--- src/rtl/irq_dispatch_arbiter.sv ---
// irq_dispatch_arbiter
// Hands pending interrupt lines to the core one at a time. Each request runs
// a req/id handshake until the core acks. A one-cycle clear pulse then goes back
// to the service unit. A request is dropped when its line is withdrawn, or
// after ACK_TIMEOUT cycles without an ack.
module irq_dispatch_arbiter #(
  parameter int NUM_IRQ     = 32,
  parameter int ID_WIDTH    = 5,
  parameter int ACK_TIMEOUT = 255,
  parameter int CNT_WIDTH   = 16
) (
  input  logic                HCLK,
  input  logic                HRESET,
  input  logic [NUM_IRQ-1:0]  irq_pending_i,
  input  logic [NUM_IRQ-1:0]  irq_mask_i,
  input  logic                rr_mode_i,
  output logic                core_irq_req_o,
  output logic [ID_WIDTH-1:0] core_irq_id_o,
  input  logic                core_irq_ack_i,
  output logic [NUM_IRQ-1:0]  irq_clear_o,
  output logic                timeout_o,
  output logic                busy_o
);

  typedef enum logic [1:0] {
    ST_IDLE  = 2'd0,
    ST_REQ   = 2'd1,
    ST_CLEAR = 2'd2
  } state_e;

  // A zero ACK_TIMEOUT disables the abandon path entirely.
  localparam bit                  TIMEOUT_EN   = (ACK_TIMEOUT != 0);
  localparam logic [CNT_WIDTH-1:0] TIMEOUT_LAST = CNT_WIDTH'(ACK_TIMEOUT - 1);
  localparam logic [ID_WIDTH:0]    NUM_IRQ_W    = (ID_WIDTH+1)'(NUM_IRQ);
  localparam logic [ID_WIDTH-1:0]  LAST_ID      = ID_WIDTH'(NUM_IRQ - 1);

  state_e                state_q, state_d;
  logic [ID_WIDTH-1:0]   id_q, id_d;
  logic [ID_WIDTH-1:0]   rr_ptr_q, rr_ptr_d;
  logic [CNT_WIDTH-1:0]  cnt_q, cnt_d;
  logic                  timeout_q, timeout_d;

  logic [NUM_IRQ-1:0]    eligible_s;
  logic [ID_WIDTH-1:0]   fixed_id_s;
  logic [ID_WIDTH-1:0]   rr_id_s;
  logic [ID_WIDTH:0]     rr_idx_s;
  logic [ID_WIDTH-1:0]   next_ptr_s;
  logic [NUM_IRQ-1:0]    one_hot_s;

  // Winner selection: scan downward so the last hit is the lowest index,
  // or the first index at or after rr_ptr in round-robin mode.
  always_comb begin
    eligible_s = irq_pending_i & ~irq_mask_i;
    fixed_id_s = '0;
    rr_id_s    = '0;
    rr_idx_s   = '0;
    for (int i = NUM_IRQ - 1; i >= 0; i--) begin
      fixed_id_s = eligible_s[ID_WIDTH'(i)] ? ID_WIDTH'(i) : fixed_id_s;
      rr_idx_s   = {1'b0, rr_ptr_q} + (ID_WIDTH+1)'(i);
      if (rr_idx_s >= NUM_IRQ_W) begin
        rr_idx_s = rr_idx_s - NUM_IRQ_W;
      end else begin
        rr_idx_s = rr_idx_s;
      end
      rr_id_s = eligible_s[rr_idx_s[ID_WIDTH-1:0]] ? rr_idx_s[ID_WIDTH-1:0] : rr_id_s;
    end
  end

  // Round-robin pointer successor of the served id, wrapping at the last line.
  always_comb begin
    if (id_q == LAST_ID) begin
      next_ptr_s = '0;
    end else begin
      next_ptr_s = id_q + ID_WIDTH'(1);
    end
    one_hot_s = {{(NUM_IRQ-1){1'b0}}, 1'b1} << id_q;
  end

  // State register: all flops, synchronous active-high reset.
  always_ff @(posedge HCLK) begin
    if (HRESET) begin
      state_q   <= ST_IDLE;
      id_q      <= '0;
      rr_ptr_q  <= '0;
      cnt_q     <= '0;
      timeout_q <= 1'b0;
    end else begin
      state_q   <= state_d;
      id_q      <= id_d;
      rr_ptr_q  <= rr_ptr_d;
      cnt_q     <= cnt_d;
      timeout_q <= timeout_d;
    end
  end

  // Next-state logic: ack beats withdrawal, withdrawal beats timeout.
  always_comb begin
    state_d   = state_q;
    id_d      = id_q;
    rr_ptr_d  = rr_ptr_q;
    cnt_d     = cnt_q;
    timeout_d = 1'b0;
    case (state_q)
      ST_IDLE: begin
        if (|eligible_s) begin
          state_d = ST_REQ;
          id_d    = rr_mode_i ? rr_id_s : fixed_id_s;
          cnt_d   = '0;
        end else begin
          state_d = ST_IDLE;
        end
      end
      ST_REQ: begin
        if (core_irq_ack_i) begin
          state_d = ST_CLEAR;
        end else if (!irq_pending_i[id_q]) begin
          state_d = ST_IDLE;
        end else if (TIMEOUT_EN && (cnt_q == TIMEOUT_LAST)) begin
          state_d   = ST_IDLE;
          timeout_d = 1'b1;
          rr_ptr_d  = next_ptr_s;
        end else begin
          cnt_d = cnt_q + CNT_WIDTH'(1);
        end
      end
      ST_CLEAR: begin
        state_d  = ST_IDLE;
        rr_ptr_d = next_ptr_s;
      end
      default: begin
        state_d = ST_IDLE;
      end
    endcase
  end

  // Output decode: purely from registered state and flags.
  always_comb begin
    core_irq_req_o = (state_q == ST_REQ);
    busy_o         = (state_q != ST_IDLE);
    core_irq_id_o  = id_q;
    timeout_o      = timeout_q;
    if (state_q == ST_CLEAR) begin
      irq_clear_o = one_hot_s;
    end else begin
      irq_clear_o = '0;
    end
  end

endmodule

--- config.mk ---
export PLATFORM = sky130hd
export DESIGN_NAME = irq_dispatch_arbiter
export DESIGN_NICKNAME = d
export VERILOG_FILES = /design/src/rtl/irq_dispatch_arbiter.sv
export SDC_FILE = /design/constraint.sdc
export NUM_CORES = 1
export LEC_CHECK = 0
export ABC_CLOCK_PERIOD_IN_PS = 4400
export CAP_MARGIN = 20
export CORE_MARGIN = 1.5
export CORE_UTILIZATION = 50
export DETAILED_ROUTE_END_ITERATION = 7
export PLACE_DENSITY = 0.86
export SETUP_SLACK_MARGIN = 0.4
export SYNTH_ARGS = -nofsm -noshare
export SYNTH_HDL_FRONTEND = slang
export SYNTH_SLANG_ARGS = --single-unit
--- constraint.sdc ---
create_clock -name HCLK -period 4.4 [get_ports HCLK]
set_input_delay 0.66 -clock HCLK [delete_from_list [all_inputs] [get_ports HCLK]]
set_output_delay 0.66 -clock HCLK [all_outputs]
set_load 0.01 [all_outputs]
Word level (Yosys, flattened, before mapping). Index checks and enable logic that the tools add are counted.

Flip-flop bits (word level): 29. Bits of input ports: 68.

$add $sub $neg: 65. Order comparisons: 65. Eq/ne operators: 10. Shift-type cells: 1. Mux-type cells: 164. Bitwise gates (word level): 4. Reduce and logical (&&, ||, !) cells: 9.

Operator list (count): $mux W5 (85); $lt A5 B6 Y1 const B (33); $ge A6 B6 Y1 const B (31); $bmux W1 S5 (33); $sub A5 B1 Y5 const B (32); $add A5 B5 Y6 const B (16); $mux W16 (4); $add A5 B4 Y6 const B (8); $mux W1 (35); $and A32 B32 Y32 (1); $mux W32 (1); $not A32 Y32 (1); $pmux W16 S2 (1); $reduce_or A32 Y1 (1); $shl A1 B5 Y32 const A (1); $add A5 B3 Y6 const B (4); $add A16 B1 Y16 const B (1); $eq A16 B8 Y1 const B (1); $add A5 B2 Y6 const B (2); $pmux W5 S2 (1); $add A5 B1 Y6 const B (1); $ge A5 B6 Y1 const B (1); $mux W2 (3); $ne A2 B2 Y1 const B (3); 14 further kinds (18).

Depth between registers and ports, before layout.
Depth in word-level cells: 38. Gate-level depth with buffers: 17. Depth with buffers taken out: 12.

Least setup slack after synthesis. OpenSTA, ideal clock, no wires.

Path type: register to register. From: reg rr_ptr_q[1]. To: reg id_q[2], in the netlist core_irq_id_o[2]. Setup time: 0.131 ns. Arrival time: 4.124 ns. Path slack: 0.145 ns. Cell stages (with the launch flop): 16. Path buffers: 3. Period minus slack after synthesis: 4.255 ns. Cells stage by stage: dfxtp_1 -> inv_1 -> buf_2 -> clkbuf_1 -> ha_1 -> buf_2 -> clkinv_1 -> mux4_2 -> mux2_2 -> mux4_2 -> nor3b_1 -> o21ai_0 -> o221ai_1 -> a2bb2oi_1 -> a2111oi_2 -> a211oi_2.

Longest elaborated chain between the ends: 38.

RTL lines: start: declaration (RTL line 39) `logic [ID_WIDTH-1:0] rr_ptr_q, rr_ptr_d;`; start signal: assignment (RTL line 90) `rr_ptr_q <= rr_ptr_d;`; $add A5 B5 Y6 (RTL line 59) `rr_idx_s = {1'b0, rr_ptr_q} + (ID_WIDTH+1)'(i);`; $sub A5 B1 Y5 / $ge A6 B6 Y1 (equally long branches) (RTL line 61, 60); $mux W5 (RTL line 60) `if (rr_idx_s >= NUM_IRQ_W) begin`; $bmux W1 S5 (RTL line 65) `rr_id_s = eligible_s[rr_idx_s[ID_WIDTH-1:0]] ? rr_idx_s[ID_WIDTH-1:0] : rr_id_s;`; $mux W1 (implied by the code) (RTL line 65); $mux W5 (31 in a row) (RTL line 65); $mux W5 (*) (RTL line 65); $mux W5 (*) (RTL line 107) `id_d = rr_mode_i ? rr_id_s : fixed_id_s;`; end signal: assignment (RTL line 89) `id_q <= id_d;`; end: declaration (RTL line 38) `logic [ID_WIDTH-1:0] id_q, id_d;`.

Mark *: on every way between the ends. The rest lies on a longest branch, timed or not. The select of a mux whose other input is x is not followed. A chain may end at the register's enable or synchronous reset.

Final worst setup path.
From: in irq_pending_i[14]. To: reg id_q[4], in the netlist core_irq_id_o[4].

Longest elaborated chain between the ends: 36.

RTL lines: start: declaration (RTL line 14) `input logic [NUM_IRQ-1:0] irq_pending_i,`; $and A32 B32 Y32 (*) (RTL line 53) `eligible_s = irq_pending_i & ~irq_mask_i;`; $bmux W1 S5 (RTL line 65); $mux W1 (implied by the code) (RTL line 65); $mux W5 (32 in a row) (RTL line 65); $mux W5 (RTL line 107).

Marks and branches as above.

==> flow_metrics.py <==
metrics = {
    "run_status": {
        "status": "completed",
    },
    "drt": {
        "first_pass_iters": 6,
        "detail_route.wl_per_cell_um": 24.93,
        "drc": 0,
        "viasPerCell": 7.275,
        "ant_nets": 0,
        "routed_wl_um": 35510,
        "first_iter_violations": 1585,
        "vias": 10359,
    },
    "placed_design": {
        "place_area_sq_um": 9781,
        "dp_hpwl_um": 27470,
        "gp_congestion": 1.093,
        "io_buffers": 107,
        "dp.cells": 1406,
    },
    "floorplanning": {
        "die-area_sq_um": 17510,
        "fp.dieH_um": 132.3,
        "row_count": 47,
        "num_io_pins": 108,
        "floorplan.initialDensity": 0.5078,
        "die_w_um": 132.3,
        "core_area_sq_um": 16470,
    },
    "global_route": {
        "grt_overflow": 0,
        "grt_max_degree": 51,
        "grt_pass1_vias": 9805,
        "grt_usage": 0.3930,
        "antenna_found_initial": 1,
        "grt_pass1_wl_um": 54190,
    },
    "timing": {
        "timing.fmax_mhz": 251.7,
        "maxSlewHeadroom": 0.4711,
        "fin_worst_skew_ns": 0.005562,
        "fin_crit_sh": 0.9029,
        "hold_viol": 0,
        "rsz0062_at_grt": "true",
        "setup_violations": 0,
        "min_period_ns": 3.973,
        "final.setup.tns_ns": 0,
        "worstMarginPinSlew_ns": 0.7923,
        "finalMaxSlewViolations": 0,
    },
    "synth": {
        "ys_warn_count": 0,
        "yosysTopAreaCell": "mux4_2",
        "ys_types": 91,
        "ys_ff_latch": 29,
        "syn_nets": 1188,
        "synth_top_area_frac": 0.1535,
        "synth.area.top_cells": "mux4_2 (15%), dfxtp_1 (6.9%), nor2_1 (5.9%)",
        "syn_inst": 1098,
        "yosysMostFrequentCell": "nor2_1",
        "avgSynthCellArea_sq_um": 7.614,
        "synthArstFlopShare": 0,
        "yosysSeqAreaShare": 0.06944,
        "ys.flop_type": "dfxtp_1",
        "synth_edf_count": 0,
        "synth_area_sq_um": 8361,
        "netlist_top_cells_count": "nor2_1 (132), nand2_1 (112), a21oi_1 (57), mux4_2 (57), o21ai_0 (49)",
    },
    "critical_path": {
        "r2r_slack_ns": 0.47,
        "worst-endpoint-arrival_ns": 4.13,
        "start_kind": "primary input",
        "max_stage_delay_ns": 0.58,
        "r2r-start": "rr_ptr_q[0]$_SDFFE_PP0P_",
        "timing_worst_setup_path_type": "primary input to register",
        "cp_max_fo": 4,
        "required_ns": 4.56,
        "cp_cell_sequence": "clkdlybuf4s50_1 -> nor2b_1 -> mux2_4 -> mux4_2 -> mux4_2 -> a21oi_1 -> nand3b_1 -> a221o_1 -> a311oi_1 -> o21ai_0 -> a221o_1",
        "rr_worst_depth": 13,
        "rr_endpoint": "core_irq_id_o[2]$_SDFFE_PP0P_",
        "critPathLaunch": "irq_pending_i[14]",
        "cp_slowest_cell": "mux4_2",
        "endpoint": "core_irq_id_o[4]$_SDFFE_PP0P_",
        "worst_setup_path_end_kind": "register",
    },
    "pwr": {
        "ir_drop_uv": 166.7,
        "leakagePower_nw": 3.595,
        "finalPower_mw": 2.884,
        "p_per_area_nw_per_um2": 281.7,
    },
    "clocking": {
        "cts_tree": "yes",
        "root_buffer": "clkbuf_16",
        "cts_sinks": 29,
        "clkLatencyLatePin_ns": 0.28,
        "htree_levels": 2,
        "clock_path_buffers": 2,
        "clk_pin_slew_ns": 0.06,
        "cts_hold_buffers": 0,
        "numCtsBuffers": 5,
    },
    "worst_hold_path": {
        "hp-class": "register to register",
        "worstHoldStart": "cnt_q[1]$_SDFFE_PP0P_",
    },
    "job": {
        "cap_violations": 0,
    },
    "finish": {
        "drive_above_1_share": 0.1752,
        "final_cells": 1424,
        "design_area_sq_um": 10240,
        "antenna_cells": 0,
        "fin_nets": 1293,
        "area_growth_pct": 22.45,
        "final_core_util": 0.6217,
    },
}
layout by cell type (no fill, tap or decap), types with 23 or more instances in the layout:
| cell | Yosys | routed |
|---|---|---|
| o2111ai_1 | 27 | 27 |
| nand2_1 | 112 | 112 |
| buf_4 | 7 | 57 |
| xor2_1 | 27 | 25 |
| o21ai_0 | 49 | 49 |
| mux2i_1 | 35 | 35 |
| mux4_2 | 57 | 57 |
| nand2b_1 | 47 | 41 |
| clkdlybuf4s50_1 | 0 | 107 |
| dfxtp_1 | 29 | 25 |
| o22ai_1 | 24 | 23 |
| a21oi_1 | 57 | 57 |
| nor2_1 | 132 | 132 |
report_power, final:
group	leakage, nW	internal, mW	switching [mW]
registers	0.237	0.283	0.0785
clock network	0.0831	0.282	0.133
logic	3.27	0.891	1.22
how the worst min path moves through the flow:
stage	endpoint	slack (ns)	depth (start not counted)
floorplan	cnt_q[1]$_SDFFE_PP0P_	0.47	2
global placement	cnt_q[1]$_SDFFE_PP0P_	0.48	2
detailed placement	cnt_q[1]$_SDFFE_PP0P_	0.50	2
CTS	cnt_q[1]$_SDFFE_PP0P_	0.50	2
global route	cnt_q[1]$_SDFFE_PP0P_	0.52	2
finish	cnt_q[1]$_SDFFE_PP0P_	0.51	2
routing by layer:
metal / part of all wire / vias to the layer above / track usage
met2: 0.43 / 923 / 0.6175
met1: 0.36 / 4763 / 0.4956
li1: - / 4452 / -
met4: 0.074 / 0 / 0.2314
met3: 0.14 / 221 / 0.08804
met5: 0 / - / 0
state kept, by name, summed over array words and instances (netlist names):
name	count
rr_ptr_q	5
core_irq_id_o	5
cnt_q	16
timeout_o	1
state_q	2
cell type report:
class	count	area, sq um
flip-flops and latches	29	588.1
clock buffers	6	138.9
multi-input cells	979	7495
clock inverters	2	37.54
well taps	220	275.3
fillers	1428	6228
inverters	17	75.07
repair buffers	171	1628
worst max-delay path: cells and delay by family:
kind	cells	cell delay, ns
compound gates	5	1.22
buf+inv	1	0.48
mux	3	1.44
simple gates	2	0.33
through the flow:
stage / worst slack [ns] / hold slack [ns]
2_1_floorplan: 0.4035 / 0.4653
4_1_cts: 0.4262 / 0.5032
3_5_place_dp: 0.1334 / 0.4958
3_3_place_gp: 0.1768 / 0.4797
6_report: 0.4271 / 0.5075
5_1_grt: 0.3977 / 0.5247
repair_timing:
item | 4_1_cts | 5_1_grt
endpoints found under the hold margin | 0 | 0
gates resized for setup | 8 | 30
gates cloned | 1 | 0
setup buffers | 0 | 9
pin swaps | 0 | 3
endpoints found under the setup margin | 4 | 5
logic make-up after synthesis:
family	share of synthesized area
adders and majority gates	0.03292
and+or+nand+nor	0.2984
AOI/OAI and AO/OA	0.2629
buffers and inverters	0.05133
xor gates and xnor gates	0.05717
muxes	0.2278
DFF	0.06944
Note: power is estimated with default switching activity, not from simulation.
